<file path="src/rtl/uart_pkg.sv">
// Shared UART definitions: receive FSM encoding and default timing/FIFO parameters.
package uart_pkg;

  localparam int unsigned UART_CLKS_PER_BIT_DEFAULT = 868;
  localparam int unsigned UART_FIFO_DEPTH_DEFAULT   = 16;

  localparam int unsigned RX_STATE_W = 3;

  localparam logic [RX_STATE_W-1:0] RX_IDLE  = 3'd0;
  localparam logic [RX_STATE_W-1:0] RX_START = 3'd1;
  localparam logic [RX_STATE_W-1:0] RX_DATA  = 3'd2;
  localparam logic [RX_STATE_W-1:0] RX_STOP  = 3'd3;
  localparam logic [RX_STATE_W-1:0] RX_BREAK = 3'd4;

endpackage

</file>
<file path="src/rtl/io_byte_fifo.sv">
// Synchronous FIFO with wrap-bit pointers; shared between the RX and future TX paths.
module io_byte_fifo #(
  parameter int unsigned DEPTH = 16,
  parameter int unsigned WIDTH = 8
) (
  input  logic             CLK,
  input  logic             RSTN,
  input  logic             push_i,
  input  logic [WIDTH-1:0] din_i,
  input  logic             pop_i,
  output logic             full_o,
  output logic             empty_o,
  output logic [WIDTH-1:0] dout_o
);

  localparam int unsigned AW = $clog2(DEPTH);
  localparam int unsigned PW = AW + 1;

  logic [PW-1:0]    wr_ptr_q, wr_ptr_d;
  logic [PW-1:0]    rd_ptr_q, rd_ptr_d;
  logic [WIDTH-1:0] mem_q [DEPTH];
  logic             do_push;
  logic             do_pop;

  assign empty_o = (wr_ptr_q == rd_ptr_q);
  assign full_o  = (wr_ptr_q[AW] != rd_ptr_q[AW]) && (wr_ptr_q[AW-1:0] == rd_ptr_q[AW-1:0]);
  assign dout_o  = mem_q[rd_ptr_q[AW-1:0]];

  // A push into a full FIFO is still accepted when a pop frees a slot in the same cycle.
  assign do_pop  = pop_i && !empty_o;
  assign do_push = push_i && (!full_o || do_pop);

  always_comb begin
    wr_ptr_d = wr_ptr_q;
    rd_ptr_d = rd_ptr_q;
    if (do_push) wr_ptr_d = wr_ptr_q + PW'(1);
    if (do_pop)  rd_ptr_d = rd_ptr_q + PW'(1);
  end

  always_ff @(posedge CLK) begin
    if (!RSTN) begin
      wr_ptr_q <= '0;
      rd_ptr_q <= '0;
    end else begin
      wr_ptr_q <= wr_ptr_d;
      rd_ptr_q <= rd_ptr_d;
    end
  end

  always_ff @(posedge CLK) begin
    if (do_push) mem_q[wr_ptr_q[AW-1:0]] <= din_i;
  end

endmodule

</file>
<file path="src/rtl/uart_rx_io.sv">
// 8N1 UART receiver buffering bytes in a FIFO and serving them over a req/done read port.
module uart_rx_io
  import uart_pkg::*;
#(
  parameter int unsigned CLKS_PER_BIT = UART_CLKS_PER_BIT_DEFAULT,
  parameter int unsigned FIFO_DEPTH   = UART_FIFO_DEPTH_DEFAULT
) (
  input  logic       CLK,
  input  logic       RSTN,
  input  logic       RXD,
  output logic       io_ready,
  input  logic       io_read_req,
  output logic       io_done,
  output logic [7:0] io_rdata,
  output logic       rx_overrun,
  output logic       rx_frame_err
);

  localparam int unsigned CW = $clog2(CLKS_PER_BIT);
  localparam logic [CW-1:0] CNT_HALF = CW'(CLKS_PER_BIT / 2 - 1);
  localparam logic [CW-1:0] CNT_FULL = CW'(CLKS_PER_BIT - 1);

  logic [1:0]            sync_q;
  logic                  rxd_s;
  logic [RX_STATE_W-1:0] state_q, state_d;
  logic [CW-1:0]         cnt_q, cnt_d;
  logic [2:0]            bit_q, bit_d;
  logic [7:0]            shreg_q, shreg_d;
  logic                  frame_err_q, frame_err_d;
  logic                  overrun_q, overrun_d;
  logic                  pending_q, pending_d;
  logic                  done_q, done_d;
  logic                  ready_q, ready_d;
  logic [7:0]            rdata_q, rdata_d;
  logic                  cnt_exp;
  logic                  rx_push;
  logic                  fifo_pop;
  logic                  fifo_full;
  logic                  fifo_empty;
  logic [7:0]            fifo_dout;

  assign rxd_s   = sync_q[1];
  assign cnt_exp = (cnt_q == '0);

  io_byte_fifo #(
    .DEPTH (FIFO_DEPTH),
    .WIDTH (8)
  ) u_fifo (
    .CLK     (CLK),
    .RSTN    (RSTN),
    .push_i  (rx_push),
    .din_i   (shreg_q),
    .pop_i   (fifo_pop),
    .full_o  (fifo_full),
    .empty_o (fifo_empty),
    .dout_o  (fifo_dout)
  );

  // Receive FSM: mid-bit sampling driven by the down-counter.
  always_comb begin
    state_d     = state_q;
    cnt_d       = cnt_q;
    bit_d       = bit_q;
    shreg_d     = shreg_q;
    frame_err_d = frame_err_q;
    rx_push     = 1'b0;
    case (state_q)
      RX_IDLE: begin
        if (!rxd_s) begin
          state_d = RX_START;
          cnt_d   = CNT_HALF;
        end
      end
      RX_START: begin
        if (cnt_exp) begin
          cnt_d = CNT_FULL;
          if (!rxd_s) begin
            state_d = RX_DATA;
            bit_d   = 3'd0;
          end else begin
            state_d = RX_IDLE;
          end
        end else begin
          cnt_d = cnt_q - CW'(1);
        end
      end
      RX_DATA: begin
        if (cnt_exp) begin
          cnt_d   = CNT_FULL;
          shreg_d = {rxd_s, shreg_q[7:1]};
          if (bit_q == 3'd7) state_d = RX_STOP;
          else               bit_d   = bit_q + 3'd1;
        end else begin
          cnt_d = cnt_q - CW'(1);
        end
      end
      RX_STOP: begin
        if (cnt_exp) begin
          cnt_d = CNT_FULL;
          if (rxd_s) begin
            rx_push = 1'b1;
            state_d = RX_IDLE;
          end else begin
            frame_err_d = 1'b1;
            state_d     = RX_BREAK;
          end
        end else begin
          cnt_d = cnt_q - CW'(1);
        end
      end
      RX_BREAK: begin
        if (rxd_s) state_d = RX_IDLE;
      end
      default: state_d = RX_IDLE;
    endcase
  end

  // Read port: one outstanding request, served as soon as the FIFO has data.
  always_comb begin
    pending_d = pending_q;
    done_d    = 1'b0;
    rdata_d   = rdata_q;
    fifo_pop  = pending_q && !fifo_empty;
    if (fifo_pop) begin
      pending_d = 1'b0;
      done_d    = 1'b1;
      rdata_d   = fifo_dout;
    end else if (io_read_req) begin
      pending_d = 1'b1;
    end
    ready_d   = !fifo_empty && !pending_d && !done_d;
    overrun_d = overrun_q || (rx_push && fifo_full && !fifo_pop);
  end

  always_ff @(posedge CLK) begin
    if (!RSTN) begin
      sync_q      <= 2'b11;
      state_q     <= RX_IDLE;
      cnt_q       <= '0;
      bit_q       <= '0;
      shreg_q     <= '0;
      frame_err_q <= 1'b0;
      overrun_q   <= 1'b0;
      pending_q   <= 1'b0;
      done_q      <= 1'b0;
      ready_q     <= 1'b0;
      rdata_q     <= '0;
    end else begin
      sync_q      <= {sync_q[0], RXD};
      state_q     <= state_d;
      cnt_q       <= cnt_d;
      bit_q       <= bit_d;
      shreg_q     <= shreg_d;
      frame_err_q <= frame_err_d;
      overrun_q   <= overrun_d;
      pending_q   <= pending_d;
      done_q      <= done_d;
      ready_q     <= ready_d;
      rdata_q     <= rdata_d;
    end
  end

  assign io_ready     = ready_q;
  assign io_done      = done_q;
  assign io_rdata     = rdata_q;
  assign rx_overrun   = overrun_q;
  assign rx_frame_err = frame_err_q;

endmodule

</file>
<file path="config.mk">
export PLATFORM = sky130hd
export DESIGN_NAME = uart_rx_io
export DESIGN_NICKNAME = d
export VERILOG_FILES = /design/src/rtl/uart_pkg.sv /design/src/rtl/io_byte_fifo.sv /design/src/rtl/uart_rx_io.sv
export SDC_FILE = /design/constraint.sdc
export NUM_CORES = 1
export LEC_CHECK = 0
export BUFFER_PORTS_ARGS = -buffer_cell sky130_fd_sc_hd__buf_4
export CAP_MARGIN = 15
export CORE_MARGIN = 1.5
export CORE_UTILIZATION = 45
export CTS_CLUSTER_DIAMETER = 200
export DETAILED_ROUTE_END_ITERATION = 8
export PLACE_DENSITY = 0.73
export SYNTH_ARGS = -nofsm -noshare
export SYNTH_HDL_FRONTEND = slang
export SYNTH_SLANG_ARGS = --single-unit
</file>
<file path="constraint.sdc">
create_clock -name CLK -period 2.65 [get_ports CLK]
set_input_delay 0.53 -clock CLK [delete_from_list [all_inputs] [get_ports CLK]]
set_output_delay 0.53 -clock CLK [all_outputs]
set_load 0.1 [all_outputs]
</file>
## Word-level counts from Yosys, hierarchy flattened

Memory sizes are Yosys's and may differ from the RTL's. A register that Yosys moved wholly into a read port is not among the register bits.
Index checks and enable logic that the tools add are counted.

| operators by class | value |
|---|---|
| $add $sub $neg | 4 |
| bitwise logic cells | 1 |
| shift operators | 0 |
| reduce and logical (&&, ||, !) cells | 26 |
| multiplexer cells | 25 |
| multipliers | 0 |
| equality and inequality tests | 16 |
| magnitude comparators | 0 |
| divide/modulo/power cells | 0 |

Operators with widths:

| operator | number |
|---|---|
| $mux W3 | 11 |
| $mux W10 | 2 |
| $pmux W10 S2 | 1 |
| $ne A2 B2 Y1 const B | 8 |
| $pmux W3 S5 | 1 |
| $add A5 B1 Y5 const B | 2 |
| $logic_not A10 Y1 | 1 |
| $sub A10 B1 Y10 const B | 1 |
| $logic_and A1 B1 Y1 | 8 |
| $mux W1 | 8 |
| $eq A3 B2 Y1 const B | 2 |
| $eq A3 B3 Y1 const B | 2 |
| $logic_not A1 Y1 | 6 |
| $pmux W3 S2 | 1 |
| $reduce_and A6 Y1 | 1 |
| $eq A5 B5 Y1 | 1 |
| $reduce_and A5 Y1 | 1 |
| $eq A4 B4 Y1 | 1 |
| $reduce_and A2 Y1 | 2 |
| $reduce_bool A2 Y1 | 2 |
| $add A3 B1 Y3 const B | 1 |
| $eq A3 B1 Y1 const B | 1 |
| $logic_not A3 Y1 | 1 |
| $reduce_and A3 Y1 | 1 |
| 5 further kinds | 6 |

| word-level totals | value |
|---|---|
| ROM bits | 0 |
| input port bits | 4 |
| word-level logic and storage cells | 85 |
| register bits | 41 |
| bits in writable memories | 128 |
| output and inout port bits | 12 |
| memories kept | 1 |
| bits in latches | 0 |

Memories:

| name | words | bits a word | read ports | clocked after memory_dff | write ports | line | source |
|---|---|---|---|---|---|---|---|
| u_fifo.mem_q | 16 | 8 | 1 | 1 | 1 | io_byte_fifo.sv:21 | `logic [WIDTH-1:0] mem_q [DEPTH];` |

## Longest topological paths before layout

Gate-level depths: netlist of run 1.

| logic depth | value |
|---|---|
| word-level depth | 8 |
| mapped depth | 8 |

## By module

Synthesis of run 1 repeated with hierarchy kept, for this count alone.

| second synthesis, totals | value |
|---|---|
| cells, all modules | 462 |
| area, all modules | 7480.9 um^2 |

Modules (own cells, without submodules):

| module | seq. area each (um^2) | instances | area each (um^2) | cells each |
|---|---|---|---|---|
| io_byte_fifo | 4124.0 | 1 | 5720.5 | 267 |
| uart_rx_io | 780.7 | 1 | 1760.4 | 195 |

## Least setup slack after synthesis of run 1

OpenSTA, ideal clock, no wires.

| timing | value |
|---|---|
| path type | register -> register |
| start | reg cnt_q[0] |
| end | mem u_fifo.mem_q[10][0], enable pin |
| setup slack | 0.512 ns |
| period minus slack after synthesis | 2.138 ns |
| arrival time | 1.806 ns |
| cell stages (with the launch flop) | 8 |
| setup time | 0.332 ns |
| required time | 2.318 ns |
| cell sequence | dfxtp_1 > inv_1 > ha_1 > nor4b_4 > nand4_2 > a21oi_2 > clkbuf_2 > and3_1 |

| on the way | value |
|---|---|
| word-level cells in the longest chain between the ends | 6 |

Ends and longest elaborated chain:

| what | line | source |
|---|---|---|
| from (decl) | uart_rx_io.sv:26 | `logic [CW-1:0] cnt_q, cnt_d;` |
| from (signal assigned) | uart_rx_io.sv:151 | `cnt_q <= cnt_d;` |
| $logic_not A10 Y1 | uart_rx_io.sv:43 | `assign cnt_exp = (cnt_q == '0);` |
| $mux W1 | uart_rx_io.sv:98 | `if (cnt_exp) begin` |
| $mux W1 | uart_rx_io.sv:67 | `case (state_q)` |
| $logic_and A1 B1 Y1 | io_byte_fifo.sv:31 | `assign do_push = push_i && (!full_o \|\| do_pop);` |
| $mux W1 | io_byte_fifo.sv:51 | `if (do_push) mem_q[wr_ptr_q[AW-1:0]] <= din_i;` |
| $mux W1 (not written as such) | io_byte_fifo.sv:51 |  |
| to (decl) | io_byte_fifo.sv:21 |  |

No other way between the ends.

## Worst setup path after layout of run 1

| timing | value |
|---|---|
| start | reg cnt_q[0] |
| end | mem u_fifo.mem_q[2][0], enable pin |

Same word-level chain as after synthesis.

==> results of run 1 <==
cells in the mapped netlist (2+ instances only):
| cell type | n |
|---|---|
| buf_2 | 9 |
| a31oi_1 | 2 |
| mux2i_1 | 15 |
| a211oi_1 | 10 |
| nor2b_1 | 11 |
| o22ai_1 | 10 |
| mux2_2 | 16 |
| nand2_1 | 11 |
| a22oi_1 | 3 |
| a21o_1 | 2 |
| edfxtp_1 | 128 |
| nand2b_1 | 5 |
| xnor2_1 | 8 |
| o21ai_0 | 12 |
| o21a_1 | 2 |
| nand3_1 | 4 |
| nand4_1 | 3 |
| buf_6 | 2 |
| mux4_2 | 21 |
| and2_1 | 8 |
| clkbuf_1 | 12 |
| xor2_1 | 5 |
| inv_1 | 10 |
| a211oi_2 | 2 |
| dfxtp_1 | 49 |
| nor4_4 | 2 |
| nor3_1 | 12 |
| and3_1 | 17 |
| mux4_1 | 3 |
| a21oi_1 | 25 |
| ha_1 | 8 |
| nor2_1 | 34 |
critical path, cell delays in order, from the launching register on:
cell and delay, ns:
dfxtp_1 0.34, inv_1 0.07, ha_1 0.29, nor4b_4 0.28
nand4_2 0.23, a21oi_2 0.25, buf_4 0.20, and3_1 0.38
cells in the final DEF (no fill, tap or decap), types with 3 or more instances in the layout:
cell type / n
nand3_1: 4
mux2i_1: 15
clkbuf_16: 17
buf_4: 28
xor2_1: 5
and3_1: 17
a211oi_1: 10
mux4_2: 21
ha_1: 8
inv_6: 6
nand4_1: 3
xnor2_1: 8
o22ai_1: 10
a21oi_1: 25
edfxtp_1: 128
inv_1: 10
nor3_1: 12
o21ai_0: 12
and2_1: 8
nor2b_1: 11
nand2b_1: 5
mux2_2: 16
dfxtp_1: 47
nor2_1: 34
clkinv_4: 3
a22oi_1: 3
mux4_1: 3
nand2_1: 11
power by group through the flow:
stage / logic (uW) / clock network (uW) / registers, uW
finish: 161 / 2460 / 2970
global route: 176 / 2580 / 2970
floorplan: 123 / 0 / 3020
global placement: 146 / 0 / 3030
CTS: 157 / 2480 / 2970
detailed placement: 155 / 0 / 3030
logic make-up after synthesis:
| kind of cell | count (synthesis) | synth area share, % |
|---|---|---|
| compound gates | 78 | 6.88 |
| xor+xnor | 13 | 1.57 |
| fa+ha+maj | 8 | 1.38 |
| buf+inv | 36 | 2.30 |
| flops | 177 | 66.6 |
| mux | 55 | 12.2 |
| simple gates | 115 | 9.07 |
through the flow:
stage / utilization, % / setup WS, ns
floorplan: - / 0.512
global placement: 48.0 / 0.353
detailed placement: 48.0 / 0.301
CTS: 51.7 / 0.265
global route: 51.7 / 0.102
finish: 51.7 / 0.260
routing by layer:
layer | share of wire, % | wire length, um
met5 | 0 | 0
met4 | 2.3 | 357
met3 | 6.2 | 939
met2 | 50 | 7590
met1 | 42 | 6320
state kept, by name (all words and copies together) (netlist names):
name	count
io_rdata	8
u_fifo.mem_q	128
rx_overrun	1
u_fifo.rd_ptr_q	5
shreg_q	8
io_done	1
bit_q	3
io_ready	1
sync_q	2
cnt_q	10
pending_q	1
state_q	3
rx_frame_err	1
u_fifo.wr_ptr_q	5
final cells by class:
type / instances / area [sq um]
Fill cell: 1282 / 7650
Clock inverter: 13 / 148
Sequential cell: 177 / 4830
Inverter: 10 / 37.5
Timing Repair Buffer: 28 / 210
Tap cell: 216 / 270
Multi-Input combinational cell: 269 / 2250
Clock buffer: 19 / 433
final timing paths:
path | from | to | slack [ns]
max | cnt_q[0] | u_fifo.mem_q[2][0] | 0.26
min | io_read_req | io_ready | 0.28
max reg2reg | cnt_q[0] | u_fifo.mem_q[2][0] | 0.26
min reg2reg | sync_q[0] | sync_q[1] | 0.41
==> impl_metrics.json, run 1 <==
{
  "place_area_sq_um": 7600,
  "detail-route-antenna-nets": 0,
  "worst-setup-path-type": "register to register",
  "hold_viol": 0,
  "yosys.area.top_type_share_pct": 53.1,
  "p_comb_share_pct": 2.9,
  "stdcell_area_sq_um": 8180,
  "synth_nets": 494,
  "yosysWarnings": 0,
  "cts-root-buf": "clkbuf_16",
  "met2_usage_pct": 31.4,
  "period_share_pct": 90.2,
  "synth.area.top_cells": "edfxtp_1 53%, dfxtp_1 14%, mux4_2 6.5%",
  "finalCriticalPeriod_ns": 2.39,
  "synth_ff_type": "edfxtp_1",
  "r2r_cells": 7,
  "ys_seq_elements": 177,
  "grt_overflow": 0,
  "cts_resized": 0,
  "slew_headroom_pct": 42.1,
  "grt_pass1_vias": 4092,
  "cts_buffers": 17,
  "ys_seq_area_share_pct": 66.6,
  "crit_fanout": 8,
  "worstMarginPinSlew_ns": 0.867,
  "core_area_sq_um": 15800,
  "netlist-cell-type-count": 53,
  "outcome": "finished, final reports clean",
  "cp.arrival_ns": 2.48,
  "cts_num_sinks": 177,
  "power_switching_share_pct": 20.9,
  "n_antenna_cell": 0,
  "async_flop_share_pct": 0,
  "io-pin-count": 16,
  "seq_power_share_pct": 53.2,
  "h-tree-depth": 4,
  "grt_pass1_wl_um": 23400,
  "power.density_nw_per_um2": 683,
  "clockBufferDepth": 2,
  "rsz0062_at_grt": "false",
  "cap_violations": 0,
  "antenna_found_initial": 0,
  "skew_ns": 0.00893,
  "clock_latency_ns": 0.43,
  "layout-drive-gt1-share_pct": 20.7,
  "vias_per_cell": 5.70,
  "port_buffers": 15,
  "grt_use_total_pct": 19.2,
  "synth-edff-count": 128,
  "wl_um": 15200,
  "dpl.hpwl_um": 9870,
  "final_nets": 515,
  "crit_path_end_kind": "register",
  "cts_tree": "done",
  "syn_inst": 482,
  "cellInternalPower_uw": 4420,
  "cp-start-kind": "register",
  "ctsHoldBuffers": 0,
  "final-setup-viol-count": 0,
  "busiest_layer": "met2",
  "min_path_type": "input pin to register",
  "netlist_area_sq_um": 7240,
  "die_width_um": 130,
  "finalPower_uw": 5590,
  "power_switching_uw": 1170,
  "area_growth_syn_to_layout_pct": 12.9,
  "post_drt_wl_per_cell_um": 20.8,
  "num_vias": 4176,
  "fmax_ghz": 0.418,
  "fin_cells": 732,
  "dr.pass1.iters": 6,
  "use_met1_pct": 24.6,
  "ir_drop_uv": 499,
  "drc_errors": 0,
  "num_rows": 46,
  "pwr-share-clk_pct": 44.0,
  "slew_violations": 0,
  "initial_utilization_pct": 45.8,
  "clkTransAtPathRegs_ns": 0.06,
  "setup_tns_ns": 0,
  "hold_depth": 2,
  "required_ns": 2.74,
  "grt_max_degree": 53,
  "die_area_sq_um": 16900,
  "yosysTopAreaCell": "edfxtp_1",
  "whs_ns": 0.275,
  "post-cts-setup-buffers": 0,
  "leakage_uw": 0.00287,
  "placed_cells": 700,
  "met3_usage_pct": 4.63,
  "gp_congestion": 0.854,
  "drt_iter0_drc": 387,
  "die_h_um": 130,
  "synth.avg_cell_area_sq_um": 15.0
}
No activity file was read; power rests on OpenSTA's default activity.
==> inputs of run 2 (changes only) <==
- BUFFER_PORTS_ARGS: -buffer_cell sky130_fd_sc_hd__buf_4 -> not set
- DONT_BUFFER_PORTS: not set -> 1
- MAX_ROUTING_LAYER: not set -> met4
- PLACE_DENSITY: 0.73 -> 0.72
==> run 2 against run 1 <==
Effect of this change:
- global-route usage rose by 0.20 points
- sequential power about the same
- non-clock buffer count decreased by 5
- critical path type unchanged
- largest cell class unchanged
- largest power group unchanged
- highest routed layer unchanged
==> impl_metrics.json, run 2 (synthesis gave the netlist of run 1 again) <==
{
  "cap_violations": 0,
  "power.density_nw_per_um2": 667,
  "fillers": 1272,
  "cts_buffers": 17,
  "crit_path_end_kind": "register",
  "grt_overflow": 0,
  "drt_iter0_drc": 317,
  "period_share_pct": 90.3,
  "hold_viol": 0,
  "r2r_end": "u_fifo.mem_q[3][2]",
  "post-cts-setup-buffers": 0,
  "power_switching_share_pct": 21.0,
  "fin_cells": 727,
  "grt_use_total_pct": 19.4,
  "finalCriticalPeriod_ns": 2.39,
  "clockBufferDepth": 2,
  "die_h_um": 130,
  "port_buffers": 0,
  "final-setup-viol-count": 0,
  "outcome": "finished, final reports clean",
  "r2r_cells": 7,
  "fmax_ghz": 0.418,
  "crit_end": "u_fifo.mem_q[3][2]",
  "leakage_uw": 0.00283,
  "gp_congestion": 0.889,
  "reg2reg_from": "cnt_q[0]",
  "regArea_sq_um": 4830,
  "worst-setup-path-type": "register to register",
  "ctsHoldBuffers": 0,
  "post_drt_wl_per_cell_um": 20.6,
  "grt_pass1_wl_um": 22800,
  "rsz0062_at_grt": "false",
  "ff2ff_setup_slack_ns": 0.26,
  "cp_num_buf_inv": 2,
  "clock_latency_ns": 0.43,
  "initial_utilization_pct": 45.8,
  "required_ns": 2.73,
  "skew_ns": 0.0102,
  "cts_resized": 0,
  "dr.pass1.iters": 5,
  "grt_pass1_vias": 4055,
  "pwr-share-clk_pct": 42.3,
  "num_rows": 46,
  "cts-root-buf": "clkbuf_16",
  "cp_cell_sequence": "inv_1 > ha_1 > nor4b_4 > nand4_2 > a211oi_2 > buf_4 > and2_1",
  "drc_errors": 0,
  "antenna_found_initial": 0,
  "power_switching_uw": 1130,
  "area_growth_syn_to_layout_pct": 11.8,
  "final_nets": 510,
  "multi_input_area_sq_um": 2250,
  "cellInternalPower_uw": 4270,
  "cts_tree": "done",
  "worstMarginPinSlew_ns": 0.935,
  "num_vias": 4160,
  "clkTransAtPathRegs_ns": 0.06,
  "detail-route-antenna-nets": 0,
  "layout-drive-gt1-share_pct": 20.2,
  "n_antenna_cell": 0,
  "vias_per_cell": 5.72,
  "stdcell_area_sq_um": 8100,
  "layout_common_cells": "128 x edfxtp_1, 47 x dfxtp_1, 34 x nor2_1",
  "crit_fanout": 8,
  "finalPower_uw": 5400,
  "crit_start": "cnt_q[0]",
  "core_area_sq_um": 15800,
  "final_common_cell": "edfxtp_1",
  "cpLargestDelayFamily": "simple AND/OR/NAND/NOR gates",
  "slew_headroom_pct": 37.6,
  "die_width_um": 130,
  "slew_violations": 0,
  "wl_um": 15000,
  "cp-start-kind": "register",
  "slowest_delay_ns": 0.38,
  "h-tree-depth": 4,
  "io-pin-count": 16,
  "ir_drop_uv": 492,
  "cp.arrival_ns": 2.48,
  "placed_cells": 695,
  "die_area_sq_um": 16900,
  "place_area_sq_um": 7560,
  "dpl.hpwl_um": 9830,
  "cp_slowest_cell": "and2_1",
  "cts_num_sinks": 177,
  "min_path_type": "input pin to register",
  "grt_max_degree": 33,
  "setup_tns_ns": 0,
  "whs_ns": 0.169,
  "crit_cells": 7,
  "p_comb_share_pct": 2.7,
  "largest_reg_flops": 128,
  "seq_power_share_pct": 55.0
}
[run 2: final cells by class]
class                      count  share of cell area (%)
clock buffer                  21                    5.69
tap                          216                    3.34
multi-input combinational    269                    27.8
sequential                   177                    59.6
clock inverter                11                   0.989
inverter                      10                   0.463
timing repair buffer          23                    2.13
[run 2: per-stage QoR]
stage               setup WS (ns)  utilization (%)
floorplan                   0.512                -
global placement            0.382             47.8
detailed placement          0.265             47.8
CTS                         0.252             51.2
global route               0.0347             51.2
finish                      0.258             51.2
[run 2: layer usage]
metal  track usage (%)  share of wire, %  vias to the layer above
met5                 -                 0                        -
met4              7.52               2.0                        0
met3              4.51               5.9                       26
met2              31.0                49                      159
met1              24.2                43                     2098
li1                  -                 -                     1877
[run 2: power by group through the flow]
stage                     Clock [uW]  Sequential (uW)  Combinational, uW
after CTS                       2310             2970                145
after global placement             0             3030                140
final                           2280             2970                146
after detailed placement           0             3030                144
after floorplan                    0             3020                123
after global routing            2420             2970                164
[run 2: how the worst min path moves through the flow]
stage,from,to,cells past startpoint
global route,RSTN,sync_q[0],1
CTS,io_read_req,io_ready,1
finish,io_read_req,io_ready,1
floorplan,sync_q[0],sync_q[1],1
detailed placement,sync_q[0],sync_q[1],1
global placement,sync_q[0],sync_q[1],1
[run 2: worst register-to-register path: stages (launching register included)]
cell	delay, ns
dfxtp_1	0.34
inv_1	0.07
ha_1	0.31
nor4b_4	0.28
nand4_2	0.24
a211oi_2	0.26
buf_4	0.18
and2_1	0.38
